==> src/rtl/cv_tile_scheduler.sv <==
// Layer-level tile sequencer for the conv engine: walks O/H/W/I tiles and drives loader/PE.
// Optional: define CV_SCHED_WEIGHT_REUSE_EN to skip reloading resident weights.
module cv_tile_scheduler #(
    parameter int TILE_I  = 16,
    parameter int TILE_O  = 16,
    parameter int TILE_HO = 8,
    parameter int TILE_WO = 8
) (
    input  logic        clk,
    input  logic        rst,
    input  logic        start,
    input  logic [10:0] I,
    input  logic [10:0] O,
    input  logic [10:0] H,
    input  logic [10:0] W,
    input  logic [4:0]  K,
    output logic        busy,
    output logic        layer_done,
    output logic        load_weight,
    output logic        load_input,
    output logic        store_output,
    input  logic        ld_done,
    output logic [10:0] Iext,
    output logic [10:0] Oext,
    output logic [10:0] Hext,
    output logic [10:0] Wext,
    output logic [10:0] Iori,
    output logic [10:0] Oori,
    output logic [10:0] Hori,
    output logic [10:0] Wori,
    output logic        pe_start,
    output logic        pe_acc_clear,
    input  logic        pe_idle
);

    localparam logic [10:0] T_I  = 11'(TILE_I);
    localparam logic [10:0] T_O  = 11'(TILE_O);
    localparam logic [10:0] T_HO = 11'(TILE_HO);
    localparam logic [10:0] T_WO = 11'(TILE_WO);

    typedef enum logic [2:0] {
        S_IDLE,
        S_LW,
        S_LIF,
        S_RUN,
        S_WPE,
        S_SOF,
        S_NXT,
        S_DONE
    } state_t;

    state_t      state_q, state_d;
    logic        cmd_q, cmd_d;
    logic        guard_q, guard_d;
    logic [10:0] i_q, i_d, o_q, o_d, h_q, h_d, w_q, w_d;
    logic [4:0]  k_q, k_d;
    logic [10:0] iori_q, iori_d, oori_q, oori_d;
    logic [10:0] hori_q, hori_d, wori_q, wori_d;
    logic [10:0] iext_q, iext_d, oext_q, oext_d;
    logic [10:0] hext_q, hext_d, wext_q, wext_d;

    logic        ld_ext;
    logic        o_adv;
    logic        last_tile;
    logic        reuse_ok;
    logic [10:0] km1_c, ho_c, wo_c;
    logic [10:0] km1_n, ho_n, wo_n;
    logic [11:0] i_end, o_end, h_end, w_end;
    logic        i_more, o_wrap, h_wrap, w_wrap;

    function automatic logic [10:0] min11(input logic [10:0] a,
                                          input logic [10:0] b);
        return (a < b) ? a : b;
    endfunction

    // Output-side sizes of the latched layer and of the layer being latched
    assign km1_c = {6'b0, k_q} - 11'd1;
    assign ho_c  = h_q - km1_c;
    assign wo_c  = w_q - km1_c;
    assign km1_n = {6'b0, k_d} - 11'd1;
    assign ho_n  = h_d - km1_n;
    assign wo_n  = w_d - km1_n;

    assign i_end  = {1'b0, iori_q} + {1'b0, iext_q};
    assign o_end  = {1'b0, oori_q} + {1'b0, oext_q};
    assign h_end  = {1'b0, hori_q} + {1'b0, min11(T_HO, ho_c - hori_q)};
    assign w_end  = {1'b0, wori_q} + {1'b0, min11(T_WO, wo_c - wori_q)};
    assign i_more = i_end < {1'b0, i_q};
    assign o_wrap = o_end >= {1'b0, o_q};
    assign h_wrap = h_end >= {1'b0, ho_c};
    assign w_wrap = w_end >= {1'b0, wo_c};

`ifdef CV_SCHED_WEIGHT_REUSE_EN
    assign reuse_ok = (i_q <= T_I);
`else
    assign reuse_ok = 1'b0;
`endif

    always_ff @(posedge clk) begin
        if (rst) begin
            state_q <= S_IDLE;
            cmd_q   <= 1'b0;
            guard_q <= 1'b0;
            i_q     <= '0;
            o_q     <= '0;
            h_q     <= '0;
            w_q     <= '0;
            k_q     <= '0;
            iori_q  <= '0;
            oori_q  <= '0;
            hori_q  <= '0;
            wori_q  <= '0;
            iext_q  <= '0;
            oext_q  <= '0;
            hext_q  <= '0;
            wext_q  <= '0;
        end else begin
            state_q <= state_d;
            cmd_q   <= cmd_d;
            guard_q <= guard_d;
            i_q     <= i_d;
            o_q     <= o_d;
            h_q     <= h_d;
            w_q     <= w_d;
            k_q     <= k_d;
            iori_q  <= iori_d;
            oori_q  <= oori_d;
            hori_q  <= hori_d;
            wori_q  <= wori_d;
            iext_q  <= iext_d;
            oext_q  <= oext_d;
            hext_q  <= hext_d;
            wext_q  <= wext_d;
        end
    end

    always_comb begin
        state_d   = state_q;
        cmd_d     = cmd_q;
        guard_d   = guard_q;
        i_d       = i_q;
        o_d       = o_q;
        h_d       = h_q;
        w_d       = w_q;
        k_d       = k_q;
        iori_d    = iori_q;
        oori_d    = oori_q;
        hori_d    = hori_q;
        wori_d    = wori_q;
        ld_ext    = 1'b0;
        o_adv     = 1'b0;
        last_tile = 1'b0;
        unique case (state_q)
            S_IDLE: begin
                if (start) begin
                    i_d     = I;
                    o_d     = O;
                    h_d     = H;
                    w_d     = W;
                    k_d     = K;
                    iori_d  = '0;
                    oori_d  = '0;
                    hori_d  = '0;
                    wori_d  = '0;
                    ld_ext  = 1'b1;
                    state_d = S_LW;
                end
            end
            S_LW: begin
                if (!cmd_q) begin
                    cmd_d = pe_idle;
                end else if (ld_done) begin
                    cmd_d   = 1'b0;
                    state_d = S_LIF;
                end
            end
            S_LIF: begin
                if (!cmd_q) begin
                    cmd_d = pe_idle;
                end else if (ld_done) begin
                    cmd_d   = 1'b0;
                    state_d = S_RUN;
                end
            end
            S_RUN: begin
                guard_d = 1'b1;
                state_d = S_WPE;
            end
            S_WPE: begin
                // pe_idle may still read 1 the cycle after pe_start
                if (guard_q) begin
                    guard_d = 1'b0;
                end else if (pe_idle) begin
                    if (i_more) begin
                        iori_d  = iori_q + T_I;
                        ld_ext  = 1'b1;
                        state_d = S_LW;
                    end else begin
                        state_d = S_SOF;
                    end
                end
            end
            S_SOF: begin
                if (!cmd_q) begin
                    cmd_d = pe_idle;
                end else if (ld_done) begin
                    cmd_d   = 1'b0;
                    state_d = S_NXT;
                end
            end
            S_NXT: begin
                iori_d = '0;
                ld_ext = 1'b1;
                if (!w_wrap) begin
                    wori_d = wori_q + T_WO;
                end else begin
                    wori_d = '0;
                    if (!h_wrap) begin
                        hori_d = hori_q + T_HO;
                    end else begin
                        hori_d = '0;
                        if (!o_wrap) begin
                            oori_d = oori_q + T_O;
                            o_adv  = 1'b1;
                        end else begin
                            oori_d    = '0;
                            last_tile = 1'b1;
                        end
                    end
                end
                if (last_tile) begin
                    state_d = S_DONE;
                end else if (reuse_ok && !o_adv) begin
                    state_d = S_LIF;
                end else begin
                    state_d = S_LW;
                end
            end
            S_DONE: begin
                state_d = S_IDLE;
            end
            default: begin
                state_d = S_IDLE;
            end
        endcase
    end

    always_comb begin
        iext_d = iext_q;
        oext_d = oext_q;
        hext_d = hext_q;
        wext_d = wext_q;
        if (ld_ext) begin
            iext_d = min11(T_I, i_d - iori_d);
            oext_d = min11(T_O, o_d - oori_d);
            hext_d = min11(T_HO, ho_n - hori_d) + km1_n;
            wext_d = min11(T_WO, wo_n - wori_d) + km1_n;
        end
    end

    assign busy         = (state_q != S_IDLE) && (state_q != S_DONE);
    assign layer_done   = (state_q == S_DONE);
    assign load_weight  = (state_q == S_LW) && cmd_q;
    assign load_input   = (state_q == S_LIF) && cmd_q;
    assign store_output = (state_q == S_SOF) && cmd_q;
    assign pe_start     = (state_q == S_RUN);
    assign pe_acc_clear = pe_start && (iori_q == 11'd0);

    assign Iext = iext_q;
    assign Oext = oext_q;
    assign Hext = hext_q;
    assign Wext = wext_q;
    assign Iori = iori_q;
    assign Oori = oori_q;
    assign Hori = hori_q;
    assign Wori = wori_q;

endmodule
==> config.mk <==
export PLATFORM = sky130hd
export DESIGN_NAME = cv_tile_scheduler
export DESIGN_NICKNAME = d
export VERILOG_FILES = /design/src/rtl/cv_tile_scheduler.sv
export SDC_FILE = /design/constraint.sdc
export NUM_CORES = 1
export LEC_CHECK = 0
export ABC_AREA = 1
export BUFFER_PORTS_ARGS = -buffer_cell sky130_fd_sc_hd__clkbuf_2
export CORE_ASPECT_RATIO = 1.1
export CORE_UTILIZATION = 40
export CTS_BUF_LIST = sky130_fd_sc_hd__clkbuf_4
export CTS_CLUSTER_SIZE = 14
export DETAILED_ROUTE_END_ITERATION = 8
export HOLD_SLACK_MARGIN = 0.06
export SYNTH_ARGS = -nofsm -noshare
export SYNTH_HDL_FRONTEND = slang
export SYNTH_SLANG_ARGS = --single-unit
==> constraint.sdc <==
create_clock -name clk -period 30.1 [get_ports clk]
set_input_delay 3.01 -clock clk [delete_from_list [all_inputs] [get_ports clk]]
set_output_delay 3.01 -clock clk [all_outputs]
set_load 0.1 [all_outputs]
==> metrics, run 1 <==
status completed; TritonCTS Buffers 17; area grow syn2layout 11.4%; Final Setup Violations 0; final period utilization 39.3%; Max Fclk 84.6 MHz; number of gates resized after cts 0; cell mode on critical path a21oi_1; Adder-Cell Fraction of Synth Area 21.6%; Die X 179 µm; drt via density 5.08; top cells by area, synth dfxtp_1 (21%), ha_1 (17%), inv_1 (9.5%); Post-synth EDFFs 0; asr flop ratio synth 0%; crit path time final 11,810 ps; final setup TNS 0 ps; Cell Area, Synth 13,800 µm²; post-synthesis simple-gate area fraction 21.8%; fin util 45.2%; initial antenna violation count 2; area leader, netlist dfxtp_1; chip height 197 µm; mux contribution to synthesized area 0.361%; CTS tree done; layout cells sized above 1 11.2%; Setup WS post-layout 18,290 ps; total die area 35,400 µm²; DR pass1 iterations 7; main combinational cell family by area after synthesis simple AND/OR/NAND/NOR gates; sequential share of the synthesized area 20.5%; vias 13,200; Post-Route Skew 26.8 ps; beginning of the worst hold path Iext[8]; first-pass GRT wire length 64,200 µm; Worst R2R Start k_q[0]; main flop type after synthesis dfxtp_1; final net count 2,424; critical path launch point type flip-flop; Arr. time, crit path 12,300 ps; vias in the first global route 12,800; Iteration-0 DRC Markers 681; synth unique cells 56; Post-CTS Setup Inserts 0; CTS Hold Buffers Added 0; port buffer count 148; HP Class reg2reg; Slew headroom 23.7%; clk buf depth 2; num rows 71; io pins 149; drt total wl 39,800 µm; syn_area_per_cell 6.96 µm²; compound-cell area share of the yosys netlist 17.3%; clock sinks 142; Setup crit start k_q[0]; most common cell in the netlist inv_1; Warnings, synthesis 0; cells after synthesis 1,989; max-cap violations 0; Residual DRC 0; Worst-path clk slew 140 ps; gpl congestion 0.912; crit path capture type flip-flop; RSZ-0062 raised after global routing false; CORE AREA 34,100 µm²; root buf cell clkbuf_4; hpwl dp 32,200 µm; worst-path maximum fanout 7; xor/xnor share of the synthesized area 7.65%; GRT Total Usage 23.2%; final hold violation count 0; post-DR wirelength/cell 15.3 µm; Critical-path top delay cell fa_1; antenna viol nets, final 0; clk_lat worst skew 610 ps; Slew Limit Fails 0; pre-CTS WS 18,360 ps; top cell type's share of synthesized area 20.5%; Worst Max-Slew Pin Slew 1130 ps; H-tree depth 4; Yosys reg bits 142; Worst Setup Path Type reg2reg; total grt overflow 0; largest net degree at the start of global routing 78; Starting Density 40.6%; Crit path required time 30,580 ps; most frequent cells after synthesis inv_1 (352), nand2_1 (296), nor2_1 (198); max incr delay on CP 440 ps
-- per-stage QoR --
stage / instance area, µm² / std cells / hold WS, ps
3_3_place_gp: 15100 / 2569 / 446
5_1_grt: 15400 / 2602 / 484
4_1_cts: 15400 / 2601 / 469
3_5_place_dp: 15100 / 2569 / 449
2_1_floorplan: 13900 / 2014 / 467
6_report: 15400 / 2602 / 467
-- path summary, 6_finish.rpt --
kind / to / slack, ps / depth (start not counted)
setup / recovery: Hext[10] / 18290 / 77
hold reg to reg: Iext[8] / 470 / 2
setup reg to reg: Hext[10] / 18290 / 77
hold / removal: Iext[8] / 470 / 2
-- sequential cells by signal, indices dropped and copies added (netlist names) --
register,cells
Hext,11
Hori,11
Iext,11
Iori,11
Oext,11
Oori,11
Wext,11
Wori,11
h_q,11
i_q,11
o_q,11
w_q,11
k_q,5
state_q,3
cmd_q,1
guard_q,1
-- layout by cell type, fill, tap and decap left out, types with 5 or more instances in the layout --
cell	count
inv_1	351
nand2_1	294
nor2_1	198
ha_1	188
a21oi_1	185
clkbuf_2	147
dfxtp_1	142
o21ai_0	103
nand3_1	91
xor2_1	85
a211oi_1	43
xnor2_1	36
fa_1	32
nor3_1	30
conb_1	26
nand4_1	18
nand2_2	17
o21bai_1	17
clkbuf_4	17
a21o_1	14
or2_2	13
buf_4	10
o211ai_1	8
nor2_2	5
a31oi_1	5
mux2i_1	5
o31ai_1	5
-- per-layer routing --
| metal | vias to the layer above | wire length [µm] | GRT usage (%) |
|---|---|---|---|
| met2 | 259 | 18900 | 39.9 |
| met5 | - | 12 | 0 |
| li1 | 6829 | - | - |
| met4 | 2 | 1290 | 8.75 |
| met3 | 62 | 1540 | 3.35 |
| met1 | 6056 | 18000 | 29.0 |
-- cells by family after synthesis --
logic type | after synthesis
AO/OA/AOI/OAI | 411
XOR/XNOR | 121
adder cells (fa/ha/maj) | 220
buffers and inverters | 396
flip-flops | 142
multiplexers | 5
other | 1
AND/OR/NAND/NOR | 693
-- worst max-delay path, delay by kind of cell, from the launching register on --
kind | cells | cell delay (ps)
AND/OR/NAND/NOR | 28 | 3380
XOR/XNOR | 4 | 680
adder cells (fa/ha/maj) | 8 | 2400
AO/OA/AOI/OAI | 29 | 4350
buffers and inverters | 8 | 550
flip-flops | 1 | 330
-- layout make-up --
class / count / area (µm²)
clock inverter: 15 / 145
inverter: 356 / 1340
fill: 3586 / 18700
tap: 438 / 548
antenna: 1 / 2.50
sequential: 142 / 2840
multi-input combinational: 1476 / 9610
clock buffer: 17 / 128
timing repair buffer: 157 / 811
Power of run 1 is not shown: default switching activity piles up to over one toggle a cycle in this logic, so the estimate is an artifact.
==> inputs of run 2 (changes only) <==
--- a/config.mk
+++ b/config.mk
@@ -5,7 +5,7 @@
 export SDC_FILE = /design/constraint.sdc
 export NUM_CORES = 1
 export LEC_CHECK = 0
-export ABC_AREA = 1
+export ABC_AREA = 0
 export BUFFER_PORTS_ARGS = -buffer_cell sky130_fd_sc_hd__clkbuf_2
 export CORE_ASPECT_RATIO = 1.1
 export CORE_UTILIZATION = 40
==> constraint.sdc (replaced) <==
create_clock -name clk -period 10.4 [get_ports clk]
set_input_delay 1.04 -clock clk [delete_from_list [all_inputs] [get_ports clk]]
set_output_delay 1.04 -clock clk [all_outputs]
set_load 0.1 [all_outputs]
==> metrics, run 2 <==
max-cap violations 0; HP Class reg2reg; main flop type after synthesis dfxtp_1; reg2reg setup slack -1010 ps; io pins 149; Cell Area, Synth 13,600 µm²; num rows 70; H-tree depth 4; crit path capture type flip-flop; Starting Density 40.9%; failing checks negative setup slack; Slew Limit Fails 0; Worst Max-Slew Pin Slew 978 ps; DR pass1 iterations 5; worst reg2reg endpoint Hext[8]; largest net degree at the start of global routing 60; sequential share of the synthesized area 20.8%; chip height 196 µm; top cells by area, synth dfxtp_1 (21%), ha_1 (17%), a21oi_1 (6.3%); drt via density 5.31; antenna viol nets, final 0; power density over the cells 351 nW/µm²; Crit path required time 10,910 ps; drt total wl 43,000 µm; Die X 178 µm; post-DR wirelength/cell 16.6 µm; fin util 54.1%; cells after synthesis 1,721; Max Fclk 87.6 MHz; vias 13,700; root buf cell clkbuf_4; RSZ-0062 raised after global routing true; layout cells sized above 1 29.2%; total grt overflow 0; most frequent cells after synthesis ha_1 (188), a21oi_1 (172), nand2_1 (161); peak supply drop 158 µV; max incr delay on CP 510 ps; area leader, netlist dfxtp_1; asr flop ratio synth 0%; status finished with violations; final period utilization 110%; WHS Path Cells 2; most frequent cells in the layout buf_4 (266), ha_1 (175), nand2_1 (158); Warnings, synthesis 0; CTS tree done; final hold violation count 0; clk buf depth 2; mux contribution to synthesized area 1.11%; Final Setup Violations 20; initial antenna violation count 3; area grow syn2layout 32.3%; leakage 8.67 nW; Worst Setup Path Type reg2reg; xor/xnor share of the synthesized area 8.07%; Post-synth EDFFs 0; design area 18,000 µm²; CORE AREA 33,400 µm²; critical path launch point type flip-flop; top cell type's share of synthesized area 20.8%; Arr. time, crit path 11,920 ps; syn_area_per_cell 7.93 µm²; crit path capture Hext[8]; Setup WS post-layout -1010 ps; compound-cell area share of the yosys netlist 21.8%; final net count 2,420; FF-to-FF path depth 61; hpwl dp 34,400 µm; Adder-Cell Fraction of Synth Area 22.2%; clk_lat worst skew 600 ps; cell mode on critical path a21oi_2; gpl congestion 0.943; Yosys reg bits 142; main combinational cell family by area after synthesis adder cells; crit path time final 11,410 ps; port buffer count 148; Critical-path top delay cell fa_1; Worst-path clk slew 150 ps; Slew headroom 34.3%; Post-Route Skew 30.2 ps; Area after DPL 17,000 µm²; vias in the first global route 13,700; worst-path maximum fanout 4; synth unique cells 87; total die area 34,800 µm²; Setup crit start k_q[0]; post-synthesis simple-gate area fraction 20.7%; Residual DRC 0; first-pass GRT wire length 68,000 µm; most common cell in the netlist ha_1; Iteration-0 DRC Markers 541; GRT Total Usage 24.8%; commonest non-fill, non-tap cell in the layout buf_4; TritonCTS Buffers 17; clock sinks 142; Worst R2R Start k_q[0]
-- run 2: cell count changes after synthesis, moves of 29 or more --
cell,delta
nor2_1,-60
and3_1,+33
nand3_1,-67
nand2b_1,+29
inv_1,-206
xnor2_1,+46
and2_1,+35
nand2_1,-135
a21o_1,+35
xor2_1,-50
-- run 2: kinds of logic after synthesis --
family / Yosys count
xor+xnor: 121
buf+inv: 191
simple gates: 559
other cells: 1
flops: 142
fa+ha+maj: 223
mux: 15
compound gates: 469
-- run 2: what timing repair did --
action	in CTS	in global routing
endpoints found under the setup margin	21	27
hold buffers	0	0
setup buffers	32	20
pin swaps	32	52
hold endpoints to repair	0	0
gates resized for setup	42	63
-- run 2: worst min path at each step --
| stage | startpoint | slack, ps | to |
|---|---|---|---|
| final | Wext[0] | 460 | Wext[0] |
| after global routing | Wext[3] | 490 | Wext[3] |
| after CTS | Wext[7] | 470 | Wext[7] |
| after detailed placement | Wext[7] | 450 | Wext[7] |
| after global placement | Wext[6] | 440 | Wext[6] |
| after floorplan | guard_q | 460 | guard_q |
-- run 2: area by class of cell --
type	instances	area, µm²
antenna	1	2.50
tap	432	541
timing repair buffer	426	2900
clock buffer	19	143
inverter	146	551
multi-input combinational	1413	11000
fill	3178	15300
clock inverter	9	98.8
sequential	142	2850
-- run 2: power by group --
part | internal [mW] | leakage [nW] | switching, mW | total (mW)
clock | 0.139 | 0.125 | 0.212 | 0.351
combinational | 2.50 | 7.39 | 2.79 | 5.30
sequential | 0.624 | 1.16 | 0.0608 | 0.685
-- run 2: layer usage --
layer,part of all wire (%),global-route usage (%)
met1,43,30.0
met2,49,43.4
met3,5.0,4.52
met4,3.2,8.99
met5,0.054,0
-- run 2: per-stage QoR --
stage,total power [mW],hold slack [ps],setup TNS (ps),setup slack (ps),cells
detailed placement,5.41,447,-14150,-1150,2517
finish,6.33,464,-12410,-1010,2588
global placement,5.35,442,-10160,-935,2517
CTS,6.08,465,-11260,-941,2576
floorplan,3.75,458,-1470,-377,1746
global route,6.87,490,-29610,-1870,2588
-- run 2: critical path: cells and delay by family, from the launching register on --
family	cells	cell delay [ps]
adders and majority gates	10	3000
buffers and inverters	6	760
and+or+nand+nor	11	1830
AOI/OAI and AO/OA	30	4810
xor gates and xnor gates	4	550
DFF	1	360
Power figures use the tool's default switching activity.
==> inputs of run 3 (changes only) <==
--- a/config.mk
+++ b/config.mk
@@ -6,6 +6,7 @@
 export NUM_CORES = 1
 export LEC_CHECK = 0
 export ABC_AREA = 0
+export ABC_CLOCK_PERIOD_IN_PS = 10000
 export BUFFER_PORTS_ARGS = -buffer_cell sky130_fd_sc_hd__clkbuf_2
 export CORE_ASPECT_RATIO = 1.1
 export CORE_UTILIZATION = 40
==> constraint.sdc (replaced) <==
create_clock -name clk -period 10 [get_ports clk]
set_input_delay 1 -clock clk [delete_from_list [all_inputs] [get_ports clk]]
set_output_delay 1 -clock clk [all_outputs]
set_load 0.1 [all_outputs]
==> metrics, run 3 (synthesized netlist as in run 2, its figures left out) <==
peak supply drop 155 µV; Starting Density 40.9%; total grt overflow 0; final-layout fill cell count 3,174; final period utilization 115%; chip height 196 µm; first-pass GRT wire length 69,100 µm; Iteration-0 DRC Markers 590; H-tree depth 4; Final Non-Filler Cells 2,627; commonest non-fill, non-tap cell in the layout buf_4; most frequent cells in the layout buf_4 (303), ha_1 (167), nand2_1 (158); drt via density 5.33; Max Fclk 87.2 MHz; post-DR wirelength/cell 16.6 µm; crit path capture type flip-flop; worst reg2reg endpoint Hext[4]; num rows 70; area of the multi-input gates 11,100 µm²; Setup WS post-layout -1460 ps; DR pass1 iterations 5; Final Setup Violations 22; port buffer count 148; GRT Total Usage 25.0%; total die area 34,800 µm²; sequential cell area 2850 µm²; status finished with violations; Arr. time, crit path 11,990 ps; cell mode on critical path buf_4; Placed Cells 2,533; CORE AREA 33,400 µm²; Worst Setup Path Type reg2reg; leakage 8.87 nW; layout cells sized above 1 30.9%; hpwl dp 34,100 µm; Slew headroom 45.3%; Worst Max-Slew Pin Slew 812 ps; area grow syn2layout 35.5%; root buf cell clkbuf_4; initial antenna violation count 2; clk buf depth 2; Post-Route Skew 32.5 ps; worst-path maximum fanout 6; io pins 149; Critical-path top delay cell or4_4; TritonCTS Buffers 17; crit path capture Hext[4]; Worst-path clk slew 140 ps; HP Class reg2reg; FF-to-FF path depth 65; fin util 55.4%; Die X 178 µm; Slew Limit Fails 0; final net count 2,455; RSZ-0062 raised after global routing true; failing checks negative setup slack; CTS tree done; critical path launch point type flip-flop; drt total wl 43,500 µm; largest net degree at the start of global routing 58; max incr delay on CP 500 ps; clock sinks 142; power density over the cells 366 nW/µm²; final hold violation count 0; Setup crit start k_q[0]; Worst R2R Start k_q[0]; Residual DRC 0; max-cap violations 0; CTS Hold Buffers Added 0; crit path time final 11,460 ps; vias in the first global route 13,800; Crit path required time 10,530 ps; gpl congestion 0.898; clk_lat worst skew 620 ps; reg2reg setup slack -1460 ps; vias 14,000; antenna viol nets, final 0
[run 3: per-stage QoR]
stage	total power, mW	instance area, µm²	setup slack (ps)	hold slack (ps)	TNS [ps]
after detailed placement	5.59	17100	-1480	448	-20600
final	6.77	18500	-1460	465	-22710
after CTS	6.40	17900	-1340	460	-19940
after floorplan	3.90	14100	-777	458	-5700
after global placement	5.52	17100	-1320	444	-17840
after global routing	7.32	18500	-2150	486	-37770
[run 3: worst min path at each step]
stage                   from        to  slack, ps  cells after the start
CTS                  Hext[5]   Hext[5]        460                      2
finish               Hext[4]   Hext[4]        460                      2
floorplan            guard_q   guard_q        460                      2
detailed placement   Hext[4]   Hext[4]        450                      2
global route         Hext[4]   Hext[4]        490                      2
global placement    Wext[10]  Wext[10]        440                      2
[run 3: layout make-up]
cell class	count	area share, %
diodes	1	0.0135
clock buffers	18	0.731
clock inverters	14	1.04
inverters	146	2.98
multi-input cells	1413	60.0
flip-flops and latches	142	15.4
well taps	432	2.92
repair buffers	461	17.0
[run 3: critical path, delay by kind of cell, from the launching register on]
family | cells | cell delay [ps]
simple gates | 11 | 2030
fa+ha+maj | 10 | 2730
flops | 1 | 360
buf+inv | 12 | 1150
xor+xnor | 4 | 530
compound gates | 28 | 4560
[run 3: repair_timing]
item | 4_1_cts | 5_1_grt
resized for setup | 43 | 77
endpoints found under the setup margin | 22 | 27
buffers inserted | 39 | 23
pin swaps | 51 | 68
[run 3: report_power, final]
part,leakage [nW],total [mW],switching [mW],internal [mW]
clock network,0.178,0.445,0.243,0.202
registers,1.16,0.715,0.0656,0.649
logic,7.54,5.61,2.93,2.68
[run 3: per-layer routing]
layer	GRT usage (%)	share of wire (%)	routed length, µm
met5	0	0.039	17
met4	7.34	2.5	1090
met3	3.90	4.6	1980
met2	44.9	50	21600
met1	30.3	43	18800
